$ cat config.mk
export PLATFORM = sky130hd
export DESIGN_NAME = fifo_sync_flex
export DESIGN_NICKNAME = d
export VERILOG_FILES = /design/src/rtl/fifo_sync_flex.sv
export SDC_FILE = /design/constraint.sdc
export NUM_CORES = 1
export LEC_CHECK = 0
export BUFFER_PORTS_ARGS = -buffer_cell sky130_fd_sc_hd__buf_4
export CAP_MARGIN = 15
export CORE_AREA = 4 4 151 153
export CTS_CLUSTER_DIAMETER = 60
export DETAILED_ROUTE_END_ITERATION = 10
export DIE_AREA = 0 0 155 157
export PLACE_DENSITY = 0.52
export SKIP_LAST_GASP = 1
export SLEW_MARGIN = 10
export SYNTH_ARGS = -nofsm -noshare
export SYNTH_HDL_FRONTEND = slang
export SYNTH_SLANG_ARGS = --single-unit
$ cat constraint.sdc
create_clock -name clk -period 2 [get_ports clk]
set_input_delay 0.1 -clock clk [delete_from_list [all_inputs] [get_ports clk]]
set_output_delay 0.1 -clock clk [all_outputs]
set_load 0.02 [all_outputs]
$ cat src/rtl/fifo_sync_flex.sv
`default_nettype none
// ============================================================================
//  Module   : fifo_sync_flex
//  Purpose  : Single-clock FIFO with programmable almost-full/almost-empty
//             thresholds, live fill count, flush, and registered or FWFT read.
//  Revision : 1.0  - initial release
// ============================================================================
module fifo_sync_flex #(
    parameter int WIDTH     = 8,
    parameter int DEPTH     = 16,
    parameter int PTR_WIDTH = $clog2(DEPTH),
    parameter int AF_LEVEL  = DEPTH - 2,
    parameter int AE_LEVEL  = 2,
    parameter int FWFT      = 0
) (
    input  logic                 clk,
    input  logic                 rst,
    input  logic                 flush,
    input  logic                 wr_en,
    input  logic [WIDTH-1:0]     wdata,
    input  logic                 rd_en,
    output logic [WIDTH-1:0]     rdata,
    output logic                 full,
    output logic                 empty,
    output logic                 almost_full,
    output logic                 almost_empty,
    output logic [PTR_WIDTH:0]   count,
    output logic                 wr_err,
    output logic                 rd_err
);

    localparam logic [PTR_WIDTH:0] c_ONE      = (PTR_WIDTH+1)'(1);
    localparam logic [PTR_WIDTH:0] c_AF_LEVEL = (PTR_WIDTH+1)'(AF_LEVEL);
    localparam logic [PTR_WIDTH:0] c_AE_LEVEL = (PTR_WIDTH+1)'(AE_LEVEL);

    logic [WIDTH-1:0]   r_mem [DEPTH];
    logic [PTR_WIDTH:0] r_wr_ptr;
    logic [PTR_WIDTH:0] r_rd_ptr;
    logic [PTR_WIDTH:0] r_count;
    logic               r_full;
    logic               r_empty;
    logic               r_almost_full;
    logic               r_almost_empty;
    logic               r_wr_err;
    logic               r_rd_err;
    logic [WIDTH-1:0]   r_rdata;

    logic               w_wr_acc;
    logic               w_rd_acc;
    logic [PTR_WIDTH:0] w_wr_ptr_nxt;
    logic [PTR_WIDTH:0] w_rd_ptr_nxt;
    logic [PTR_WIDTH:0] w_count_nxt;
    logic               w_full_nxt;
    logic               w_empty_nxt;
    logic [WIDTH-1:0]   w_head_word;
    logic [WIDTH-1:0]   w_head_nxt;

    // Acceptance looks only at registered flags, so no input reaches a flag
    // combinationally.
    assign w_wr_acc = wr_en & ~r_full;
    assign w_rd_acc = rd_en & ~r_empty;

    assign w_wr_ptr_nxt = w_wr_acc ? (r_wr_ptr + c_ONE) : r_wr_ptr;
    assign w_rd_ptr_nxt = w_rd_acc ? (r_rd_ptr + c_ONE) : r_rd_ptr;

    always_comb begin
        w_count_nxt = r_count;
        case ({w_wr_acc, w_rd_acc})
            2'b10:   w_count_nxt = r_count + c_ONE;
            2'b01:   w_count_nxt = r_count - c_ONE;
            default: w_count_nxt = r_count;
        endcase
    end

    assign w_full_nxt  = (w_wr_ptr_nxt[PTR_WIDTH] != w_rd_ptr_nxt[PTR_WIDTH]) &&
                         (w_wr_ptr_nxt[PTR_WIDTH-1:0] == w_rd_ptr_nxt[PTR_WIDTH-1:0]);
    assign w_empty_nxt = (w_wr_ptr_nxt == w_rd_ptr_nxt);

    assign w_head_word = r_mem[r_rd_ptr[PTR_WIDTH-1:0]];

    // Next head word; the word being written this cycle may itself become the
    // head, so it is forwarded before it lands in memory.
    assign w_head_nxt = (w_wr_acc && (w_rd_ptr_nxt == r_wr_ptr)) ? wdata
                      : r_mem[w_rd_ptr_nxt[PTR_WIDTH-1:0]];

    always_ff @(posedge clk) begin
        if (!rst && !flush && w_wr_acc) begin
            r_mem[r_wr_ptr[PTR_WIDTH-1:0]] <= wdata;
        end
    end

    always_ff @(posedge clk) begin
        if (rst || flush) begin
            r_wr_ptr       <= '0;
            r_rd_ptr       <= '0;
            r_count        <= '0;
            r_full         <= 1'b0;
            r_empty        <= 1'b1;
            r_almost_full  <= 1'b0;
            r_almost_empty <= 1'b1;
            r_wr_err       <= 1'b0;
            r_rd_err       <= 1'b0;
        end else begin
            r_wr_ptr       <= w_wr_ptr_nxt;
            r_rd_ptr       <= w_rd_ptr_nxt;
            r_count        <= w_count_nxt;
            r_full         <= w_full_nxt;
            r_empty        <= w_empty_nxt;
            r_almost_full  <= (w_count_nxt >= c_AF_LEVEL);
            r_almost_empty <= (w_count_nxt <= c_AE_LEVEL);
            r_wr_err       <= wr_en & r_full;
            r_rd_err       <= rd_en & r_empty;
        end
    end

    generate
        if (FWFT != 0) begin : g_fwft
            // rdata tracks the head; once drained it keeps the last word read.
            always_ff @(posedge clk) begin
                if (rst || flush) begin
                    r_rdata <= '0;
                end else if (!w_empty_nxt) begin
                    r_rdata <= w_head_nxt;
                end
            end
        end else begin : g_std
            always_ff @(posedge clk) begin
                if (rst || flush) begin
                    r_rdata <= '0;
                end else if (w_rd_acc) begin
                    r_rdata <= w_head_word;
                end
            end
        end
    endgenerate

    assign rdata        = r_rdata;
    assign full         = r_full;
    assign empty        = r_empty;
    assign almost_full  = r_almost_full;
    assign almost_empty = r_almost_empty;
    assign count        = r_count;
    assign wr_err       = r_wr_err;
    assign rd_err       = r_rd_err;

endmodule
`default_nettype wire

==> impl_metrics.toml, run 1 <==
[setup_path]
critPathMaxFanout = 8
rrSetupSlack_ps = 80
worstRegToRegCells = 10
path_class = "register to register"
critPathLaunchType = "register"
rr_startpoint = "empty"
arrival_ps = 2230
worst_r2r_endpoint = "almost_empty"
cp-end-kind = "register"
crit_path_end = "almost_empty"
cp.required_ps = 2310
startpoint = "empty"

[drt]
drc = 0
firstDrtPassIters = 4
drt-vias-per-instance = 4.65
vias = 3355
postRouteAntennaNets = 0
drtIter0Drc = 197
drt_wl_total_um = 13600
avgRoutedWirePerCell_um = 18.8

[run_status]
status = "completed"

[timing]
worst_slew_pin_slew_ps = 369
period_needed_ps = 1920
max_freq_mhz = 522
fin_crit_sh_pct = 95.8
finalClockSkew_ps = 5.76
fin_setup_tns_ps = 0
hold_viol = 0
maxSlewHeadroom_pct = 75.3
slew_violations = 0
timing.final.ws_setup_ps = 83.5
setup_viol = 0

[floorplanning]
fp.dieH_um = 157
rows = 54
initial_core_util_pct = 29.3
die_w_um = 155
fp.coreArea_um2 = 21600
io_pins = 32
fp.dieArea_um2 = 24300

[clock_network]
insertion_delay_ps = 420
cts_buffer_depth = 2
ctsRootBufferMaster = "clkbuf_16"
htree_levels = 4
numCtsBuffers = 17
cts.reportedPaths.clkPinSlew_ps = 60
cts_tree = "yes"
clkSinkCount = 157

[layout]
nets = 448
n_antenna_cell = 0
area_growth_syn_to_layout_pct = 23.6
final_core_util_pct = 36.2
drive_above_1_share_pct = 30.6
final_area_um2 = 7810
fillerInstances = 2023

[synthesis]
ys_ff_latch = 157
yosysSeqAreaShare_pct = 70.0
ys.flop_type = "edfxtp_1"
syn-num-nets = 376
async_reset_ff_share_pct = 0
synth_top_area_cell = "edfxtp_1"
yosysWarnings = 0
syn_inst = 356
avgSynthCellArea_um2 = 17.8
syn_area_um2 = 6320
yosysUniqueCellTypes = 42
yosys.area.top_type_share_pct = 60.8
synth-edff-count = 128
ys_top_cells_by_area = "edfxtp_1 (61%), dfxtp_1 (9.2%), mux4_1 (6.2%)"

[grt]
antenna_found_initial = 0
grt_pass1_wl_um = 20900
gr-total-overflow = 0
grtUsageTotal_pct = 11.6
grt_pass1_vias = 3444
grt_max_degree = 33

[flow_run]
drv_cap = 0

[place]
gp_congestion = 0.760
placed_cell_area_um2 = 7030
io_buffers = 31
place_ws_ps = -6.76
hpwl_um = 8500

[power]
p_leak_nw = 2.66
finalPower_w = 0.00713
p_per_area_nw_per_um2 = 913
vdd_drop_max_v = 0.000441

[worst_hold_path]
hp-class = "input port to register"
-- per-layer routing --
| metal | track usage, % | vias to the layer above | wire [µm] |
|---|---|---|---|
| met5 | 0 | - | 0 |
| met4 | 4.04 | 0 | 189 |
| met3 | 2.58 | 16 | 543 |
| met2 | 18.3 | 68 | 6540 |
| met1 | 16.0 | 1709 | 6290 |
| li1 | - | 1562 | - |
-- what timing repair did --
action                                  CTS  global route
endpoints found under the setup margin    2            38
pin swaps                                 1             5
resized for setup                         2            11
hold buffers                             11             0
endpoints found under the hold margin   108             0
setup buffers                             0             2
-- state kept, by name, indices dropped and copies added, names as in the netlist --
register      flops
almost_empty      1
full              1
count             5
r_rd_ptr          5
rd_err            1
wr_err            1
r_mem           128
rdata             8
empty             1
almost_full       1
r_wr_ptr          5
-- kinds of logic after synthesis --
logic type	count (synthesis)	share of synthesized area, %
DFF	157	70.0
and+or+nand+nor	77	5.50
muxes	38	13.3
AOI/OAI and AO/OA	35	5.01
buffers and inverters	24	2.37
xor gates and xnor gates	18	2.49
adders and majority gates	7	1.39
-- cell type report --
| type | instances | area, µm² | area share, % |
|---|---|---|---|
| tap | 280 | 350 | 4.48 |
| inverter | 5 | 23.8 | 0.304 |
| multi-input combinational | 175 | 1800 | 23.0 |
| clock buffer | 17 | 425 | 5.45 |
| timing repair buffer | 72 | 597 | 7.64 |
| sequential | 157 | 4430 | 56.7 |
| clock inverter | 15 | 185 | 2.37 |
-- report_power, final --
group | internal (W) | switching [W] | total [W] | leakage, nW
Combinational | 0.000109 | 0.000139 | 0.000248 | 0.965
Clock | 0.00199 | 0.00134 | 0.00333 | 0.306
Sequential | 0.00354 | 0.0000109 | 0.00355 | 1.39
-- placed cells by master (no fill, tap or decap), types with 2 or more instances in the layout --
cell type and count:
xor2_1 8, and2_1 2, edfxtp_1 128, ha_1 5
o32ai_1 2, mux4_2 17, a22o_1 8, nor2_1 33
clkinv_2 4, nor2b_1 2, inv_1 3, and3_1 2
dlygate4sd3_1 11, bufinv_16 3, nand3b_1 2, a221oi_2 8
mux2i_1 5, clkinv_4 2, buf_12 2, a21oi_1 2
ha_2 2, inv_6 5, nand2_1 16, nand4_1 2
nand3_1 4, buf_4 58, nand2b_1 2, mux4_1 15
xnor2_1 8, dfxtp_1 26, clkbuf_16 17, dfxtp_2 2
o21ai_1 8, nor3_1 6, inv_8 2
-- cells in the mapped netlist, types with 2 or more instances --
cell and n:
edfxtp_1 128, nor2_1 33, dfxtp_1 29, mux4_2 17, nand2_1 17, mux4_1 15, xnor2_1 9, xor2_1 9
a221oi_2 8, a22o_1 8, o21ai_1 8, ha_1 7, nor3_1 7, buf_2 6, clkbuf_1 6, mux2i_1 5
nand3_1 4, buf_6 3, inv_1 3, nand2b_1 3, nor2b_1 3, a21oi_1 2, and2_1 2, and3_1 2
inv_2 2, nand3b_1 2, nand4_1 2, o32ai_1 2
-- through the flow --
step / hold slack, ps / cells
4_1_cts: 0.644 / 720
5_1_grt: 13.9 / 721
3_3_place_gp: 357 / 677
2_1_floorplan: 199 / 356
6_report: 14.2 / 721
3_5_place_dp: 361 / 677
-- critical path, stage by stage (launching register included) --
cell and delay, ps:
dfxtp_4 340, nand2b_4 160, inv_6 90, nand2_4 70, xnor2_2 150, ha_2 220, nand3_1 80, mux2i_1 190
a2bb2oi_2 110, xor2_2 160, a41o_1 240
-- how the worst min path moves through the flow --
| stage | cells past startpoint | to | slack (ps) | start |
|---|---|---|---|---|
| 6_report | 1 | r_mem[2][6] | 10 | wdata[6] |
| 5_1_grt | 1 | r_mem[12][6] | 10 | wdata[6] |
| 4_1_cts | 1 | r_mem[10][6] | 0.6 | wdata[6] |
| 3_5_place_dp | 2 | wr_err | 360 | wr_en |
| 3_3_place_gp | 2 | wr_err | 360 | wr_en |
| 2_1_floorplan | 0 | r_mem[0][0] | 200 | wdata[0] |
Note: power is estimated with default switching activity, not from simulation.
==> inputs of run 2 (changes only) <==
--- a/config.mk
+++ b/config.mk
@@ -7,10 +7,10 @@
 export LEC_CHECK = 0
 export BUFFER_PORTS_ARGS = -buffer_cell sky130_fd_sc_hd__buf_4
 export CAP_MARGIN = 15
-export CORE_AREA = 4 4 151 153
+export CORE_AREA = 4 4 211 110
 export CTS_CLUSTER_DIAMETER = 60
 export DETAILED_ROUTE_END_ITERATION = 10
-export DIE_AREA = 0 0 155 157
+export DIE_AREA = 0 0 215 114
 export PLACE_DENSITY = 0.52
 export SKIP_LAST_GASP = 1
 export SLEW_MARGIN = 10
==> impl_metrics.toml, run 2 (same netlist as run 1, synthesis figures left out) <==
[run_status]
status = "completed"

[clock_network]
cts_tree = "yes"
cts.reportedPaths.clkPinSlew_ps = 70
cts_buffer_depth = 2
ctsRootBufferMaster = "clkbuf_16"
htree_levels = 4
clkSinkCount = 157
numCtsBuffers = 17
insertion_delay_ps = 420

[grt]
gr-total-overflow = 0
grtUsageTotal_pct = 12.7
grt_pass1_wl_um = 22400
antenna_found_initial = 0
grt_pass1_vias = 3502
grt_max_degree = 21

[worst_hold_path]
hp-start = "wdata[6]"
hold_depth = 1
min_to = "r_mem[1][6]"
hp-class = "input port to register"

[setup_path]
critPathMaxFanout = 4
rr_startpoint = "empty"
worstRegToRegCells = 10
arrival_ps = 2340
worst_r2r_endpoint = "almost_empty"
cp-end-kind = "register"
rrSetupSlack_ps = 20
cp.required_ps = 2360
path_class = "register to register"
critPathLaunchType = "register"

[place]
hpwl_um = 10400
place_ws_ps = -113
placed_cells = 690
io_buffers = 31
gp_congestion = 0.752

[layout]
largest_reg_flops = 128
nets = 465
instances_no_fill = 738
drive_above_1_share_pct = 35.4
fillerInstances = 1984
area_growth_syn_to_layout_pct = 26.5
n_antenna_cell = 0
mostFrequentLayoutCell = "edfxtp_1"
layout_common_cells = "edfxtp_1 (128), buf_4 (76), nor2_1 (32)"

[floorplanning]
initial_core_util_pct = 29.6
rows = 38
fp.coreArea_um2 = 21300
die_w_um = 215
io_pins = 32
fp.dieArea_um2 = 24500
fp.dieH_um = 114

[drt]
firstDrtPassIters = 4
vias = 3506
drt_wl_total_um = 15100
drtIter0Drc = 230
postRouteAntennaNets = 0
avgRoutedWirePerCell_um = 20.4
drc = 0
drt-vias-per-instance = 4.75

[timing]
timing.final.ws_setup_ps = 22.1
worst_slew_pin_slew_ps = 433
slew_violations = 0
fin_setup_tns_ps = 0
max_freq_mhz = 506
hold_viol = 0
maxSlewHeadroom_pct = 71.1
period_needed_ps = 1980
setup_viol = 0
rsz0062_at_grt = "true"
finalClockSkew_ps = 7.82
fin_crit_sh_pct = 98.9

[power]
vdd_drop_max_v = 0.000517
p_per_area_nw_per_um2 = 880
finalPower_w = 0.00704
p_leak_nw = 2.77

[flow_run]
drv_cap = 0
run 2: cell types whose count changed in the layout (fill, tap and decap cells not counted), moves of 4 or more:
cell and delta:
buf_4 +18, clkinv_2 -4, inv_4 +4, nor3_1 -4, nor3_2 +4
run 2: worst max-delay path by stage:
stage	startpoint	end	slack [ps]	cells past startpoint
2_1_floorplan	full	r_mem[1][0]	20	6
3_3_place_gp	full	r_mem[3][5]	-60	6
3_5_place_dp	full	almost_empty	-110	10
4_1_cts	rst	r_mem[3][4]	6	7
5_1_grt	empty	almost_empty	-140	10
6_report	empty	almost_empty	20	10
run 2: area by class of cell:
type,count,area [µm²],area share (%)
clock inverters,12,123,1.53
multi-input cells,175,1850,23.1
well taps,280,350,4.38
clock buffers,20,478,5.98
inverters,5,23.8,0.297
flip-flops and latches,157,4430,55.4
repair buffers,89,741,9.26
run 2: layer usage:
layer | vias up | track usage, % | share of wire, %
met4 | 0 | 3.99 | 0.87
met1 | 1813 | 20.4 | 54
met3 | 12 | 3.43 | 5.0
met2 | 81 | 16.3 | 40
met5 | - | 0 | 0
li1 | 1600 | - | -
run 2: power by group:
part / switching [W] / leakage, nW / internal [W] / total, W
clock: 0.00133 / 0.296 / 0.00188 / 0.00322
sequential: 0.0000111 / 1.39 / 0.00354 / 0.00355
combinational: 0.000153 / 1.09 / 0.000120 / 0.000273
total: 0.00150 / 2.77 / 0.00554 / 0.00704
run 2: through the flow:
stage | instance area [µm²] | hold WS [ps] | utilization (%)
2_1_floorplan | 6340 | 199 | -
5_1_grt | 8000 | 16.9 | 37.5
6_report | 8000 | 16.2 | 37.5
4_1_cts | 7910 | 0.293 | 37.0
3_5_place_dp | 7150 | 356 | 33.5
3_3_place_gp | 7150 | 362 | 33.5
run 2: worst max-delay path, cell delays in order, from the launching register on:
cell	delay (ps)
dfxtp_4	340
nand2b_4	150
inv_4	70
nand2_4	50
xnor2_2	150
ha_2	240
nor2_2	40
mux2i_1	180
a2bb2oi_2	240
xor2_2	220
a41o_1	220
run 2: what timing repair did:
item                       4_1_cts  5_1_grt
hold endpoints to repair        83        0
gates resized for setup          9       13
setup endpoints to repair        8       36
hold buffers                     9        0
pin swaps                        4        7
setup buffers                    4        4
